$ cat src/rtl/neander_pkg.sv
// Shared types for the Neander control unit: opcodes, ALU selects, FSM states and the
// bundle of datapath strobes produced by the output decoder.
package neander_pkg;

    localparam int unsigned OpcodeW = 4;
    localparam int unsigned AluOpW  = 3;

    typedef enum logic [OpcodeW-1:0] {
        OpNop = 4'h0,
        OpSta = 4'h1,
        OpLda = 4'h2,
        OpAdd = 4'h3,
        OpOr  = 4'h4,
        OpAnd = 4'h5,
        OpNot = 4'h6,
        OpJmp = 4'h8,
        OpJn  = 4'h9,
        OpJz  = 4'hA,
        OpHlt = 4'hF
    } opcode_t;

    typedef enum logic [AluOpW-1:0] {
        AluAdd   = 3'd0,
        AluAnd   = 3'd1,
        AluOr    = 3'd2,
        AluNot   = 3'd3,
        AluPassY = 3'd4
    } alu_op_t;

    typedef enum logic [3:0] {
        StFAddr,
        StFRead,
        StFRi,
        StDec,
        StOAddr,
        StORead,
        StJmp,
        StSkip,
        StDAddr,
        StStRdm,
        StStWr,
        StDRead,
        StExec,
        StHalt
    } uc_state_t;

    typedef struct packed {
        logic    load_rem;
        logic    sel_rem;
        logic    load_rdm;
        logic    sel_rdm;
        logic    mem_read;
        logic    mem_write;
        logic    load_ri;
        logic    inc_pc;
        logic    load_pc;
        logic    load_ac;
        logic    load_nz;
        alu_op_t alu_op;
        logic    halted;
    } uc_ctrl_t;

    // Instructions whose operand byte is a branch target rather than a data address.
    function automatic logic is_jump(input logic [OpcodeW-1:0] op);
        return (op == OpJmp) || (op == OpJn) || (op == OpJz);
    endfunction

endpackage

$ cat src/rtl/neander_uc_dec.sv
// Combinational output decoder: maps the current FSM state (and the opcode, in the execute
// state) to the full set of datapath strobes.
module neander_uc_dec
    import neander_pkg::*;
(
    input  uc_state_t            state_i,
    input  logic [OpcodeW-1:0]   opcode_i,
    output uc_ctrl_t             ctrl_o
);

    always_comb begin
        ctrl_o        = '0;
        ctrl_o.alu_op = AluAdd;
        unique case (state_i)
            StFAddr, StOAddr: begin
                ctrl_o.load_rem = 1'b1;
            end
            StFRead, StORead: begin
                ctrl_o.mem_read = 1'b1;
                ctrl_o.load_rdm = 1'b1;
                ctrl_o.inc_pc   = 1'b1;
            end
            StFRi: begin
                ctrl_o.load_ri = 1'b1;
            end
            StJmp: begin
                ctrl_o.load_pc = 1'b1;
            end
            StSkip: begin
                ctrl_o.inc_pc = 1'b1;
            end
            StDAddr: begin
                ctrl_o.sel_rem  = 1'b1;
                ctrl_o.load_rem = 1'b1;
            end
            StStRdm: begin
                ctrl_o.sel_rdm  = 1'b1;
                ctrl_o.load_rdm = 1'b1;
            end
            StStWr: begin
                ctrl_o.mem_write = 1'b1;
            end
            StDRead: begin
                ctrl_o.mem_read = 1'b1;
                ctrl_o.load_rdm = 1'b1;
            end
            StExec: begin
                ctrl_o.load_ac = 1'b1;
                ctrl_o.load_nz = 1'b1;
                case (opcode_i)
                    OpLda:   ctrl_o.alu_op = AluPassY;
                    OpAdd:   ctrl_o.alu_op = AluAdd;
                    OpOr:    ctrl_o.alu_op = AluOr;
                    OpAnd:   ctrl_o.alu_op = AluAnd;
                    OpNot:   ctrl_o.alu_op = AluNot;
                    default: ctrl_o.alu_op = AluAdd;
                endcase
            end
            StHalt: begin
                ctrl_o.halted = 1'b1;
            end
            default: begin
                ctrl_o = '0;
            end
        endcase
    end

endmodule

$ cat src/rtl/neander_uc.sv
// Neander control unit: fetch/decode/execute sequencer driving the REM, RDM, RI, PC, AC, NZ
// and ALU controls. State register and next-state logic live here; outputs come from the decoder.
module neander_uc
    import neander_pkg::*;
#(
    parameter int unsigned OPW  = OpcodeW,
    parameter int unsigned ALUW = AluOpW
) (
    input  logic            clk,
    input  logic            rst,
    input  logic [OPW-1:0]  opcode_i,
    input  logic            flag_n_i,
    input  logic            flag_z_i,
    output logic            load_rem_o,
    output logic            sel_rem_o,
    output logic            load_rdm_o,
    output logic            sel_rdm_o,
    output logic            mem_read_o,
    output logic            mem_write_o,
    output logic            load_ri_o,
    output logic            inc_pc_o,
    output logic            load_pc_o,
    output logic            load_ac_o,
    output logic            load_nz_o,
    output logic [ALUW-1:0] alu_op_o,
    output logic            halted_o
);

    uc_state_t state_q, state_d;
    uc_ctrl_t  dec_ctrl;
    uc_ctrl_t  ctrl;

    always_ff @(posedge clk) begin
        if (rst) begin
            state_q <= StFAddr;
        end else begin
            state_q <= state_d;
        end
    end

    always_comb begin
        state_d = state_q;
        unique case (state_q)
            StFAddr: state_d = StFRead;
            StFRead: state_d = StFRi;
            StFRi:   state_d = StDec;
            StDec: begin
                case (opcode_i)
                    OpNot:                        state_d = StExec;
                    OpHlt:                        state_d = StHalt;
                    OpSta, OpLda, OpAdd, OpOr,
                    OpAnd, OpJmp:                 state_d = StOAddr;
                    OpJn:    state_d = flag_n_i ? StOAddr : StSkip;
                    OpJz:    state_d = flag_z_i ? StOAddr : StSkip;
                    // NOP and undefined opcodes fall straight back to fetch.
                    default:                      state_d = StFAddr;
                endcase
            end
            StOAddr: state_d = StORead;
            StORead: state_d = is_jump(opcode_i) ? StJmp : StDAddr;
            StJmp:   state_d = StFAddr;
            StSkip:  state_d = StFAddr;
            StDAddr: state_d = (opcode_i == OpSta) ? StStRdm : StDRead;
            StStRdm: state_d = StStWr;
            StStWr:  state_d = StFAddr;
            StDRead: state_d = StExec;
            StExec:  state_d = StFAddr;
            StHalt:  state_d = StHalt;
            default: state_d = StFAddr;
        endcase
    end

    neander_uc_dec u_dec (
        .state_i  (state_q),
        .opcode_i (opcode_i),
        .ctrl_o   (dec_ctrl)
    );

    // Reset blanks every strobe immediately, even before the first reset edge lands.
    assign ctrl = rst ? '0 : dec_ctrl;

    assign load_rem_o  = ctrl.load_rem;
    assign sel_rem_o   = ctrl.sel_rem;
    assign load_rdm_o  = ctrl.load_rdm;
    assign sel_rdm_o   = ctrl.sel_rdm;
    assign mem_read_o  = ctrl.mem_read;
    assign mem_write_o = ctrl.mem_write;
    assign load_ri_o   = ctrl.load_ri;
    assign inc_pc_o    = ctrl.inc_pc;
    assign load_pc_o   = ctrl.load_pc;
    assign load_ac_o   = ctrl.load_ac;
    assign load_nz_o   = ctrl.load_nz;
    assign alu_op_o    = ALUW'(ctrl.alu_op);
    assign halted_o    = ctrl.halted;

endmodule

$ cat config.mk
export PLATFORM = sky130hd
export DESIGN_NAME = neander_uc
export DESIGN_NICKNAME = d
export VERILOG_FILES = /design/src/rtl/neander_pkg.sv /design/src/rtl/neander_uc_dec.sv /design/src/rtl/neander_uc.sv
export SDC_FILE = /design/constraint.sdc
export NUM_CORES = 1
export LEC_CHECK = 0
export CAP_MARGIN = 10
export CORE_AREA = 2 2 39 41
export CTS_BUF_LIST = sky130_fd_sc_hd__clkbuf_8
export CTS_CLUSTER_SIZE = 12
export DETAILED_ROUTE_END_ITERATION = 7
export DIE_AREA = 0 0 41 43
export PLACE_DENSITY = 0.89
export SLEW_MARGIN = 20
export SYNTH_ARGS = -nofsm -noshare
export SYNTH_HDL_FRONTEND = slang
export SYNTH_SLANG_ARGS = --single-unit
$ cat constraint.sdc
create_clock -name clk -period 2.65 [get_ports clk]
set_input_delay 0.795 -clock clk [delete_from_list [all_inputs] [get_ports clk]]
set_output_delay 0.795 -clock clk [all_outputs]
set_load 0.1 [all_outputs]
==> out/summary.txt, run 1 <==
Clock Path Buffers = 2
Synth Area per Inst = 6.96 um^2
Worst Skew = 0.00594 ns
Commonest cells post-synth = nor2_1 (11), nand2_1 (6), nor3_1 (6)
share of post-route cells with drive strength above 1 = 45.9%
Max-Cap Viols = 0
Pre-Repair DR Iteration Count = 4
leakage = 0.467 nW
Tcrit/Tclk final = 99.2%
HP Start = state_q[3]
Distinct cells, synth = 36
post-synthesis adder-cell area fraction = 3.16%
number of flops mapped to enable cells by yosys = 0
post-synthesis xor/xnor area fraction = 4.15%
routed wire length per instance = 17.7 um
Biggest register = state_q
crit path DAT = 1.83 ns
Pwr Total = 395 uW
Placer Congestion = 0.923
Syn Nets = 99
R2R Path End = state_q[1]
multiplexer share of the synthesized area = 0%
Yosys reg bits = 4
critical path type = input port to primary output
most common cell in the netlist = nor2_1
Die H = 43 um
CP Capture Type = primary output
ranking of synthesized cells by area = dfxtp_1 (13%), nor2_1 (6.5%), nor4b_1 (5.5%)
status = completed
Area Overhead vs Synth = 106%
Setup crit start = opcode_i[3]
port buffer count = 22
met2 Resource Use GR = 50.9%
largest family of logic cells by synthesized area = simple AND/OR/NAND/NOR gates
post-synthesis simple-gate area fraction = 41.9%
worst-path maximum fanout = 2
min Tclk post-route = 2.63 ns
# rows = 14
asr flop ratio synth = 0%
nets = 132
Yosys top cell by area = dfxtp_1
min-delay worst type = flip-flop to flip-flop
reg2reg start = state_q[0]
Reg2Reg Setup Slack = 0.92 ns
CTS Buf Count = 3
Vias per Instance = 6.30
DRC viols = 0
hold_buf cts = 0
register area share after synthesis = 12.6%
met1 Track Usage GR = 35.4%
Vias = 869
Synth Instances = 91
Clock Sinks = 4
cell area after synthesis = 633 um^2
PnR worst setup slack = 0.0207 ns
Clk Latency, worst-skew pair = 0.22 ns
Fillers = 39
Core ar. = 1380 um^2
Starting Density = 45.8%
maximum VDD drop = 0.400 mV
met3 Use GR = 8.90%
maximum number of pins on one net before global-route repair = 12
reg2reg path depth = 4
num ports = 23
RSZ-0062 raised after global routing = yes
post-route ant nets = 0
Yosys warning total = 0
GRT Overall Usage = 31.5%
H-tree lvl count = 1
startpoint types = input port
Synth Area in Compound Gates = 26.5%
TritonCTS clock tree = built
gr ovfl total = 0
Die X = 41 um
Hold Violations, Final = 0
final setup fails = 0
Min Hold Slack = 0.840 ns
pre-CTS WS = -0.450 ns
die area = 1760 um^2
Initial DRC Count = 38
Root Driver = clkbuf_8
post-DP HPWL = 1720 um
crit path to = alu_op_o[2]
max reg flops = 4
Layout Utilization = 94.2%
max-slew violation count = 0
final wirelength = 2440 um
initial antenna violation count = 0
Fmax = 380 MHz
vias in the first global route = 866
biggest regs = state_q x4
PwrDens = 303 nW/um^2
ANT cells = 0
clk slew on worst S/H paths = 0.03 ns
busiest layer in global routing = met2
wire length of the first global-routing pass = 3910 um
ys flop type = dfxtp_1
share of the synthesized area in the top cell type = 12.6%
slew at the pin closest to its max-slew limit = 0.501 ns
CP Data Required Time = 1.86 ns
Worst slew margin = 65.8%
stage by stage:
step                std cells  instance area [um^2]  setup TNS [ns]
finish                    138                  1300               0
global route              138                  1300        -0.00869
CTS                       138                  1280         -0.0186
detailed placement        134                  1210           -3.53
global placement          134                  1210           -3.11
floorplan                  91                   787           -3.74
routing by layer:
metal  vias up  wire [um]
li1        396          -
met1       411        872
met2        48       1310
met3        14        148
met4         0        109
met5         -          0
logic make-up after synthesis:
logic type      Yosys count
xor+xnor                  3
flops                     4
fa+ha+maj                 2
buf+inv                  14
simple gates             48
compound gates           20
power breakdown:
part | total (mW) | internal, mW | switching (mW) | leakage, nW
Combinational | 0.192 | 0.0772 | 0.115 | 0.413
Clock | 0.127 | 0.0967 | 0.0307 | 0.0216
Sequential | 0.0754 | 0.0645 | 0.0109 | 0.0328
Total | 0.395 | 0.238 | 0.156 | 0.467
critical path: stages:
cell and delay [ns]:
buf_8 0.10, nor4b_4 0.29, nand2_1 0.13, nor4b_4 0.30, buf_12 0.22
layout by cell type, fill, tap and decap left out, types with 2 or more instances in the layout:
master,count
buf_8,2
o22ai_1,2
nor4_4,2
and3_1,2
buf_12,15
nand2_1,6
inv_1,3
nor3_1,4
a2111oi_4,2
nand2b_1,3
nor2_4,5
buf_4,17
dlymetal6s2s_1,2
clkbuf_8,3
dfxtp_1,4
maj3_1,2
a21oi_1,4
clkdlybuf4s50_1,2
nand3b_1,2
xnor2_1,2
nor2b_1,2
nor2_1,6
o21a_1,3
nand3_1,2
o31ai_1,2
nor4b_1,2
nor4b_4,2
worst min-delay path by stage:
| stage | to | depth (start not counted) |
|---|---|---|
| global route | state_q[3] | 3 |
| detailed placement | state_q[3] | 3 |
| finish | state_q[3] | 3 |
| CTS | state_q[3] | 3 |
| floorplan | state_q[3] | 3 |
| global placement | state_q[2] | 4 |
cell type report:
cell class | count | area, um^2 | area share (%)
inverter | 3 | 11.3 | 0.864
tap | 16 | 20.0 | 1.54
clock buffer | 3 | 41.3 | 3.17
timing repair buffer | 39 | 512 | 39.3
multi-input combinational | 73 | 639 | 49.0
sequential | 4 | 80.1 | 6.14
timing repair:
item                                    CTS  global route
endpoints found under the setup margin   15             2
pin swaps                                 3             2
resized for setup                        15             6
hold endpoints to repair                  0             0
buffers inserted                          1             0
(Power assumes the default switching activity.)
==> run 2: changes to the inputs <==
- GPL_TIMING_DRIVEN: default -> 0
- SLEW_MARGIN: 20 -> default
- clock period: 2.65 -> 3.2 ns (I/O delays scaled with it)
==> out/summary.txt, run 2 (synthesis gave the netlist of run 1 again) <==
post-DP HPWL = 1340 um (-22%)
Die H = 43 um (unchanged)
Tcrit/Tclk final = 97.8%
reg2reg path depth = 5 (+1)
Die X = 41 um (unchanged)
Placer Congestion = 0.849 (-8.1%)
die area = 1760 um^2 (unchanged)
TritonCTS clock tree = built
Worst Skew = 0.00314 ns (-0.00281 ns)
routed wire length per instance = 14.1 um (-20%)
gr ovfl total = 0 (unchanged)
# rows = 14 (unchanged)
critical path type = input port to primary output
Initial DRC Count = 26 (-32%)
Reg2Reg Setup Slack = 1.55 ns (+0.63 ns)
H-tree lvl count = 1 (unchanged)
leakage = 0.385 nW (-17%)
Vias per Instance = 5.87 (-6.7%)
crit path DAT = 2.17 ns (+0.34 ns)
Worst slew margin = 53.5% (-12 points)
worst-path maximum fanout = 10 (+8)
status = completed
placed cell count = 128 (-4.5%)
Area Overhead vs Synth = 72.5%
Multi-input gate area = 627 um^2 (-2.0%)
num ports = 23 (unchanged)
HP Start = state_q[3]
port buffer count = 21 (-4.5%)
max-slew violation count = 0 (unchanged)
Pwr Total = 306 uW (-22%)
Hold Crit Depth = 3 (unchanged)
GRT Overall Usage = 24.4% (-7.1 points)
min Tclk post-route = 3.13 ns
max reg flops = 4 (unchanged)
Core ar. = 1380 um^2 (unchanged)
reg2reg start = state_q[0]
R2R Path End = state_q[1]
setup_tns = 0 ns (unchanged)
final setup fails = 0 (unchanged)
Pre-Repair DR Iteration Count = 4 (unchanged)
Hold Violations, Final = 0 (unchanged)
ANT cells = 0 (unchanged)
RSZ-0062 raised after global routing = no
Seq. cell area = 80.1 um^2 (unchanged)
Max-Cap Viols = 0 (unchanged)
Post-Layout Inst Area = 1090 um^2 (-16%)
share of post-route cells with drive strength above 1 = 42.0% (-3.9 points)
non-filler cells, final = 135 (-2.2%)
Clk Latency, worst-skew pair = 0.22 ns (about the same)
clk slew on worst S/H paths = 0.03 ns (about the same)
DRC viols = 0 (unchanged)
startpoint types = input port
Biggest register = state_q
Fmax = 319 MHz
maximum number of pins on one net before global-route repair = 11 (-1)
biggest regs = state_q x4
slew at the pin closest to its max-slew limit = 0.697 ns (+0.197 ns)
nets = 129 (-2.3%)
Fillers = 111 (+180%)
Clock Sinks = 4 (unchanged)
Vias = 793 (-8.7%)
Min Hold Slack = 0.756 ns (-0.0834 ns)
Starting Density = 45.8% (unchanged)
maximum VDD drop = 0.445 mV (+11%)
PwrDens = 280 nW/um^2 (-7.4%)
CTS Buf Count = 3 (unchanged)
vias in the first global route = 676 (-22%)
wire length of the first global-routing pass = 2880 um (-26%)
final wirelength = 1910 um (-22%)
min-delay worst type = flip-flop to flip-flop
CP Data Required Time = 2.24 ns (+0.38 ns)
placed inst area = 1010 um^2 (-17%)
initial antenna violation count = 0 (unchanged)
Clock Path Buffers = 2 (unchanged)
post-route ant nets = 0 (unchanged)
CP Capture Type = primary output
hold endpoint = state_q[3]
most frequent cells in the layout = buf_2 (6), nand2_1 (6), nor2_1 (6), buf_4 (6)
Root Driver = clkbuf_8
-- run 2: worst max path at each step --
stage,startpoint,end,slack [ns],cells after the start
2_1_floorplan,rst,load_rdm_o,-0.45,3
3_3_place_gp,opcode_i[3],alu_op_o[2],-1.23,6
3_5_place_dp,opcode_i[3],alu_op_o[0],-1.26,6
4_1_cts,opcode_i[2],alu_op_o[0],-0.04,5
5_1_grt,opcode_i[1],alu_op_o[2],0.005,4
6_report,opcode_i[2],alu_op_o[0],0.07,5
-- run 2: metal layers --
metal,track usage [%],vias to the layer above,routed length [um]
met5,0,-,0
met4,16.0,0,48
met3,6.28,4,122
met2,37.2,31,949
met1,28.3,364,784
li1,-,394,-
-- run 2: layout make-up --
type | count | share of cell area (%)
multi-input cells | 73 | 57.4
well taps | 16 | 1.83
repair buffers | 25 | 19.2
inverters | 3 | 1.03
clock buffers | 3 | 3.78
plain buffers | 11 | 9.39
flip-flops and latches | 4 | 7.33
-- run 2: what timing repair did --
item	4_1_cts	5_1_grt
gates resized for setup	65	19
hold buffers	0	0
buffers inserted	0	4
pin swaps	0	3
setup endpoints to repair	15	10
gates cloned	0	0
-- run 2: critical path: stages --
cell             delay, ns
clkdlybuf4s50_1       0.56
buf_6                 0.18
nand3_2               0.12
nor2_4                0.15
buf_8                 0.20
-- run 2: metrics by stage --
| stage | setup slack (ns) | utilization (%) |
|---|---|---|
| 5_1_grt | 0.00452 | 78.9 |
| 3_3_place_gp | -1.23 | 73.1 |
| 4_1_cts | -0.0354 | 77.6 |
| 2_1_floorplan | -0.450 | - |
| 6_report | 0.0694 | 78.9 |
| 3_5_place_dp | -1.26 | 73.1 |
-- run 2: where the power goes --
group / leakage [nW] / internal (mW) / switching [mW] / total (mW)
Combinational: 0.331 / 0.0471 / 0.0929 / 0.140
Clock: 0.0216 / 0.0805 / 0.0300 / 0.110
Sequential: 0.0328 / 0.0534 / 0.00246 / 0.0558
Total: 0.385 / 0.181 / 0.125 / 0.306
